$ cat src/rtl/simplez_loader.sv
// Serial program loader for the Simplez core: takes a framed image from the UART,
// writes it into RAM, holds the core in reset until the checksum verifies, answers 'K' or 'E'.
module simplez_loader #(
  parameter int unsigned TIMEOUT   = 12000000,
  parameter logic        BOOT_RUN  = 1'b1,
  parameter int unsigned MAX_WORDS = 504
) (
  input  logic        clk,
  input  logic        rstn,
  input  logic        load_req,
  input  logic        rx_rcv,
  input  logic [7:0]  rx_data,
  input  logic        tx_ready,
  output logic        tx_start,
  output logic [7:0]  tx_data,
  output logic        mem_we,
  output logic [8:0]  mem_addr,
  output logic [11:0] mem_din,
  output logic        cpu_rstn,
  output logic        busy,
  output logic        err
);

  localparam int         TW      = (TIMEOUT < 2) ? 1 : $clog2(TIMEOUT);
  localparam logic [TW-1:0] TO_LAST = TW'(TIMEOUT - 1);
  localparam logic [8:0] MAX_N   = 9'(MAX_WORDS);
  localparam logic [7:0] CH_L    = 8'h4C;
  localparam logic [7:0] CH_K    = 8'h4B;
  localparam logic [7:0] CH_E    = 8'h45;

  typedef enum logic [3:0] {
    OFF, IDLE, CNT_H, CNT_L, DAT_H, DAT_L, WRITE, CHK, RESP
  } state_t;

  state_t        state_q, state_d;
  logic          tx_start_q, tx_start_d;
  logic [7:0]    tx_data_q, tx_data_d;
  logic          mem_we_q, mem_we_d;
  logic [8:0]    mem_addr_q, mem_addr_d;
  logic [11:0]   mem_din_q, mem_din_d;
  logic          cpu_rstn_q, cpu_rstn_d;
  logic          busy_q, busy_d;
  logic          err_q, err_d;
  logic [7:0]    chk_q, chk_d;
  logic [8:0]    wc_q, wc_d;
  logic [8:0]    n_q, n_d;
  logic          cnt_h0_q, cnt_h0_d;
  logic [3:0]    hi_q, hi_d;
  logic [7:0]    resp_q, resp_d;
  logic [TW-1:0] to_cnt_q, to_cnt_d;

  logic          timed;
  logic [8:0]    n_rx;
  logic [8:0]    wc_inc;

  // Handshakes: rx_rcv is a one-cycle strobe with no back-pressure (bytes arriving
  // in WRITE or RESP are dropped); tx_start pulses only in the cycle after tx_ready=1 was seen.
  always_comb begin
    state_d    = state_q;
    tx_start_d = 1'b0;
    tx_data_d  = tx_data_q;
    mem_we_d   = 1'b0;
    mem_addr_d = mem_addr_q;
    mem_din_d  = mem_din_q;
    cpu_rstn_d = cpu_rstn_q;
    busy_d     = busy_q;
    err_d      = err_q;
    chk_d      = chk_q;
    wc_d       = wc_q;
    n_d        = n_q;
    cnt_h0_d   = cnt_h0_q;
    hi_d       = hi_q;
    resp_d     = resp_q;
    timed      = state_q inside {CNT_H, CNT_L, DAT_H, DAT_L, CHK};
    n_rx       = {cnt_h0_q, rx_data};
    wc_inc     = wc_q + 9'd1;
    to_cnt_d   = '0;
    if (timed && !rx_rcv) to_cnt_d = to_cnt_q + 1'b1;

    case (state_q)
      OFF: begin
        if (load_req) begin
          cpu_rstn_d = 1'b0;
          err_d      = 1'b0;
          state_d    = IDLE;
        end
      end
      IDLE: begin
        if (rx_rcv && rx_data == CH_L) begin
          chk_d   = '0;
          wc_d    = '0;
          busy_d  = 1'b1;
          state_d = CNT_H;
        end
      end
      CNT_H: begin
        if (rx_rcv) begin
          cnt_h0_d = rx_data[0];
          state_d  = CNT_L;
        end
      end
      CNT_L: begin
        if (rx_rcv) begin
          if (n_rx == 9'd0 || n_rx > MAX_N) begin
            err_d   = 1'b1;
            resp_d  = CH_E;
            state_d = RESP;
          end else begin
            n_d        = n_rx;
            mem_addr_d = '0;
            state_d    = DAT_H;
          end
        end
      end
      DAT_H: begin
        if (rx_rcv) begin
          hi_d    = rx_data[3:0];
          chk_d   = chk_q + rx_data;
          state_d = DAT_L;
        end
      end
      DAT_L: begin
        if (rx_rcv) begin
          chk_d     = chk_q + rx_data;
          mem_din_d = {hi_q, rx_data};
          mem_we_d  = 1'b1;
          state_d   = WRITE;
        end
      end
      WRITE: begin
        wc_d = wc_inc;
        // The address holds on the final word so it never points past the image.
        if (wc_inc == n_q) begin
          state_d = CHK;
        end else begin
          mem_addr_d = mem_addr_q + 9'd1;
          state_d    = DAT_H;
        end
      end
      CHK: begin
        if (rx_rcv) begin
          if (rx_data == chk_q) begin
            resp_d = CH_K;
          end else begin
            resp_d = CH_E;
            err_d  = 1'b1;
          end
          state_d = RESP;
        end
      end
      RESP: begin
        if (tx_start_q) begin
          if (resp_q == CH_K) begin
            cpu_rstn_d = 1'b1;
            state_d    = OFF;
          end else begin
            state_d = IDLE;
          end
        end else if (tx_ready) begin
          tx_start_d = 1'b1;
          tx_data_d  = resp_q;
          busy_d     = 1'b0;
        end
      end
      default: state_d = OFF;
    endcase

    if (timed && !rx_rcv && to_cnt_q == TO_LAST) begin
      err_d    = 1'b1;
      busy_d   = 1'b0;
      to_cnt_d = '0;
      state_d  = IDLE;
    end
  end

  always_ff @(posedge clk) begin
    if (!rstn) begin
      state_q    <= OFF;
      tx_start_q <= 1'b0;
      tx_data_q  <= '0;
      mem_we_q   <= 1'b0;
      mem_addr_q <= '0;
      mem_din_q  <= '0;
      cpu_rstn_q <= BOOT_RUN;
      busy_q     <= 1'b0;
      err_q      <= 1'b0;
      chk_q      <= '0;
      wc_q       <= '0;
      n_q        <= '0;
      cnt_h0_q   <= 1'b0;
      hi_q       <= '0;
      resp_q     <= '0;
      to_cnt_q   <= '0;
    end else begin
      state_q    <= state_d;
      tx_start_q <= tx_start_d;
      tx_data_q  <= tx_data_d;
      mem_we_q   <= mem_we_d;
      mem_addr_q <= mem_addr_d;
      mem_din_q  <= mem_din_d;
      cpu_rstn_q <= cpu_rstn_d;
      busy_q     <= busy_d;
      err_q      <= err_d;
      chk_q      <= chk_d;
      wc_q       <= wc_d;
      n_q        <= n_d;
      cnt_h0_q   <= cnt_h0_d;
      hi_q       <= hi_d;
      resp_q     <= resp_d;
      to_cnt_q   <= to_cnt_d;
    end
  end

  assign tx_start = tx_start_q;
  assign tx_data  = tx_data_q;
  assign mem_we   = mem_we_q;
  assign mem_addr = mem_addr_q;
  assign mem_din  = mem_din_q;
  assign cpu_rstn = cpu_rstn_q;
  assign busy     = busy_q;
  assign err      = err_q;

endmodule

$ cat config.mk
export PLATFORM = sky130hd
export DESIGN_NAME = simplez_loader
export DESIGN_NICKNAME = d
export VERILOG_FILES = /design/src/rtl/simplez_loader.sv
export SDC_FILE = /design/constraint.sdc
export NUM_CORES = 1
export LEC_CHECK = 0
export ABC_AREA = 1
export CAP_MARGIN = 0
export CORE_ASPECT_RATIO = 1.5
export CORE_MARGIN = 2
export CORE_UTILIZATION = 45
export CTS_CLUSTER_DIAMETER = 80
export CTS_CLUSTER_SIZE = 14
export DETAILED_ROUTE_END_ITERATION = 16
export GPL_TIMING_DRIVEN = 0
export PLACE_DENSITY = 0.65
export SLEW_MARGIN = 20
export SYNTH_ARGS = -nofsm -noshare
export SYNTH_HDL_FRONTEND = slang
export SYNTH_SLANG_ARGS = --single-unit
$ cat constraint.sdc
create_clock -name clk -period 4.27 [get_ports clk]
set_input_delay 0.6405 -clock clk [delete_from_list [all_inputs] [get_ports clk]]
set_output_delay 0.6405 -clock clk [all_outputs]
set_load 0.005 [all_outputs]
==> qor.csv <==
metric;value;unit
detail-routed net length per standard cell;13.1;um
R2R depth;14;
global route overflow;0;
detailed placement HPWL;8920;um
Buf/Inv on CP;1;
number of detailed-route iterations in the first pass;4;
critical path endpoint category;flop;
Post-synth EDFFs;0;
TritonCTS Sinks;91;
Tcrit/Tclk final;0.587;
CTS H-tree depth;3;
DP Cell Count;873;
signal arrival time at the worst endpoint;2.77;ns
dpl cell area;0.00536;mm2
nets;764;
worst-margin pin slew;0.605;ns
Yosys warnings;0;
syn avg cell area;6.94;um2
slowest CP cell;clkdlybuf4s50_1;
GRT Total Usage;0.210;
Slew headroom;0.596;
diode count;0;
CTS root buf;clkbuf_16;
cell area after layout;0.00566;mm2
Die Y;130;um
status;finished, final reports clean;
Final Core Density;0.543;
Site Rows;46;
type of element launching the critical path;input pin;
DRT iter0 DRCs;206;
Peak Freq;399;MHz
Worst path most repeated cell;nand2_1;
synth cell count leaders;nand2_1, dfxtp_1, a21oi_1, inv_1, nor2_1;
worst endpoint required time;4.53;ns
core area;0.0104;mm2
Yosys top cell by area;dfxtp_1;
power per cell area;354;mW/mm2
leakage power;2.14;nW
port bufs;42;
gpl congestion;0.899;
Post-Syn Area;0.00475;mm2
share of cells above drive strength 1;0.0779;
Total Die Area;0.0114;mm2
post-synthesis cell type count;44;
Routed WL;11600;um
clock latency at the later pin of the worst-skew pair;0.34;ns
Final Skew;0.0127;ns
Tot Pwr;2.01;mW
Initial Util;0.456;
Die Span X;87.9;um
number of max-cap violations;0;
Avg Vias per Cell;5.09;
CP delay by family, top;adder cells;
area grow syn2layout;19.0;%
sequential area share after synthesis;0.383;
clock buffer count from CTS;9;
first-pass GRT wire length;19100;um
Final Hold Viols;0;
setup tns final;0;ns
hold path cells;2;
Slew Limit Fails;0;
Period minus WS final;2.51;ns
CTS Hold Bufs;0;
HP Class;reg2reg;
Synth top area share;0.383;
Post-CTS Setup Repair Bufs;0;
Residual DRC;0;
final setup fails;0;
Mapped Cells;685;
clock transition at the registers of the reported paths;0.06;ns
Fillers;1046;
Setup CP Type;in2reg;
num ports;47;
Cell Chain, Critical Path;clkdlybuf4s50_1 -> ha_1 -> fa_1 -> nand3_1 -> nand2_1 -> nand2_1 -> nand2_1 -> a21oi_1 -> xor2_1 -> nand2_1 -> a21oi_1;
Non-Filler Instances;889;
CTS tree;done;
RSZ-0062 raised after global routing;no;
Max FO, Critical Path;6;
largest net degree at the start of global routing;15;
FFs w/ async S/R, synth;0;
count leader, synth;nand2_1;
vias after detailed routing;4524;
Max IR drop VDD;0.000277;V
#FFs+latches synth;91;
CTS Buffer Depth;2;
initial antenna violation count;0;
vias in the first global route;4351;
Synth Flop Type;dfxtp_1;
slowest stage delay, CP;0.57;ns
number of cells on the critical path;11;
post-cts resize count;0;
Synth area leaders;dfxtp_1, nand2_1, a21oi_1;
antenna-violating nets left;0;
-- worst register-to-register path, stage by stage, from the launching register on --
cell     delay, ns
dfxtp_1       0.48
ha_1          0.25
nand2_1       0.12
nor2_4        0.15
nand2_1       0.08
nand2_1       0.06
inv_1         0.05
nand2_1       0.05
nand3_1       0.07
nor2_1        0.16
nand3_2       0.12
nand2_2       0.18
nand2_1       0.07
o21ai_0       0.07
nor2_1        0.05
-- placed cells by master (no fill, tap or decap), types with 4 or more instances in the layout --
cell / synthesis / final
a21oi_1: 79 / 79
buf_2: 7 / 7
buf_4: 5 / 5
clkbuf_1: 7 / 8
clkbuf_16: 0 / 9
clkdlybuf4s50_1: 0 / 42
dfxtp_1: 91 / 91
ha_1: 10 / 10
inv_1: 79 / 79
nand2_1: 156 / 156
nand2_2: 4 / 4
nand3_1: 57 / 57
nand3_2: 4 / 4
nand4_1: 18 / 18
nor2_1: 59 / 59
nor2_2: 4 / 4
nor3_1: 19 / 19
nor3b_1: 6 / 6
nor4_1: 5 / 5
o21ai_0: 23 / 23
xnor2_1: 5 / 5
xor2_1: 12 / 12
-- flip-flops by register name (all words and copies together) (netlist names), 3 cells and up --
signal	cells
chk_q	8
resp_q	3
wc_q	9
hi_q	4
n_q	9
mem_din	12
state_q	4
tx_data	3
mem_addr	9
to_cnt_q	24
-- routing by layer --
| layer | GRT usage | wire [um] | vias to the layer above | part of all wire |
|---|---|---|---|---|
| met4 | 0.0941 | 261 | 0 | 0.022 |
| met1 | 0.227 | 4730 | 2067 | 0.41 |
| li1 | - | - | 2355 | - |
| met3 | 0.0342 | 367 | 23 | 0.032 |
| met2 | 0.392 | 6270 | 79 | 0.54 |
| met5 | 0 | 0 | - | 0 |
-- cells by family (layout without fill, tap and decap cells) --
| family | Yosys count | count (layout) | share of synthesized area |
|---|---|---|---|
| flip-flops | 91 | 91 | 0.383 |
| XOR/XNOR | 17 | 17 | 0.0313 |
| adder cells (fa/ha/maj) | 11 | 11 | 0.0305 |
| other | 1 | 3 | 0.000789 |
| AO/OA/AOI/OAI | 111 | 111 | 0.122 |
| buffers and inverters | 106 | 164 | 0.0948 |
| AND/OR/NAND/NOR | 348 | 348 | 0.337 |
-- power breakdown --
part | leakage, nW | switching [mW] | internal (mW)
clock | 0.145 | 0.319 | 0.466
sequential | 0.734 | 0.0204 | 0.875
combinational | 1.26 | 0.210 | 0.114
total | 2.14 | 0.550 | 1.46
-- per-stage QoR --
stage | hold WS, ns | worst slack (ns)
global route | 0.462 | 1.63
global placement | 0.428 | 1.47
CTS | 0.450 | 1.80
finish | 0.448 | 1.76
floorplan | 0.418 | 2.27
detailed placement | 0.440 | 1.43
-- final cells by class --
class | count | area (um2) | area share
buffer | 24 | 143 | 0.0252
multi-input combinational | 490 | 2490 | 0.440
clock buffer | 11 | 243 | 0.0429
inverter | 82 | 308 | 0.0544
timing repair buffer | 42 | 420 | 0.0743
clock inverter | 5 | 52.6 | 0.00929
sequential | 91 | 1820 | 0.322
tap | 144 | 180 | 0.0319
-- path summary, 6_finish.rpt --
check	from	slack, ns	end
setup / recovery	rx_data[0]	1.76	chk_q[6]$_SDFFE_PN0P_
hold / removal	hi_q[2]$_SDFFE_PN0P_	0.45	hi_q[2]$_SDFFE_PN0P_
setup reg to reg	wc_q[0]$_SDFFE_PN0P_	2.20	mem_addr[1]$_SDFFE_PN0P_
hold reg to reg	hi_q[2]$_SDFFE_PN0P_	0.45	hi_q[2]$_SDFFE_PN0P_
(Power assumes the default switching activity.)
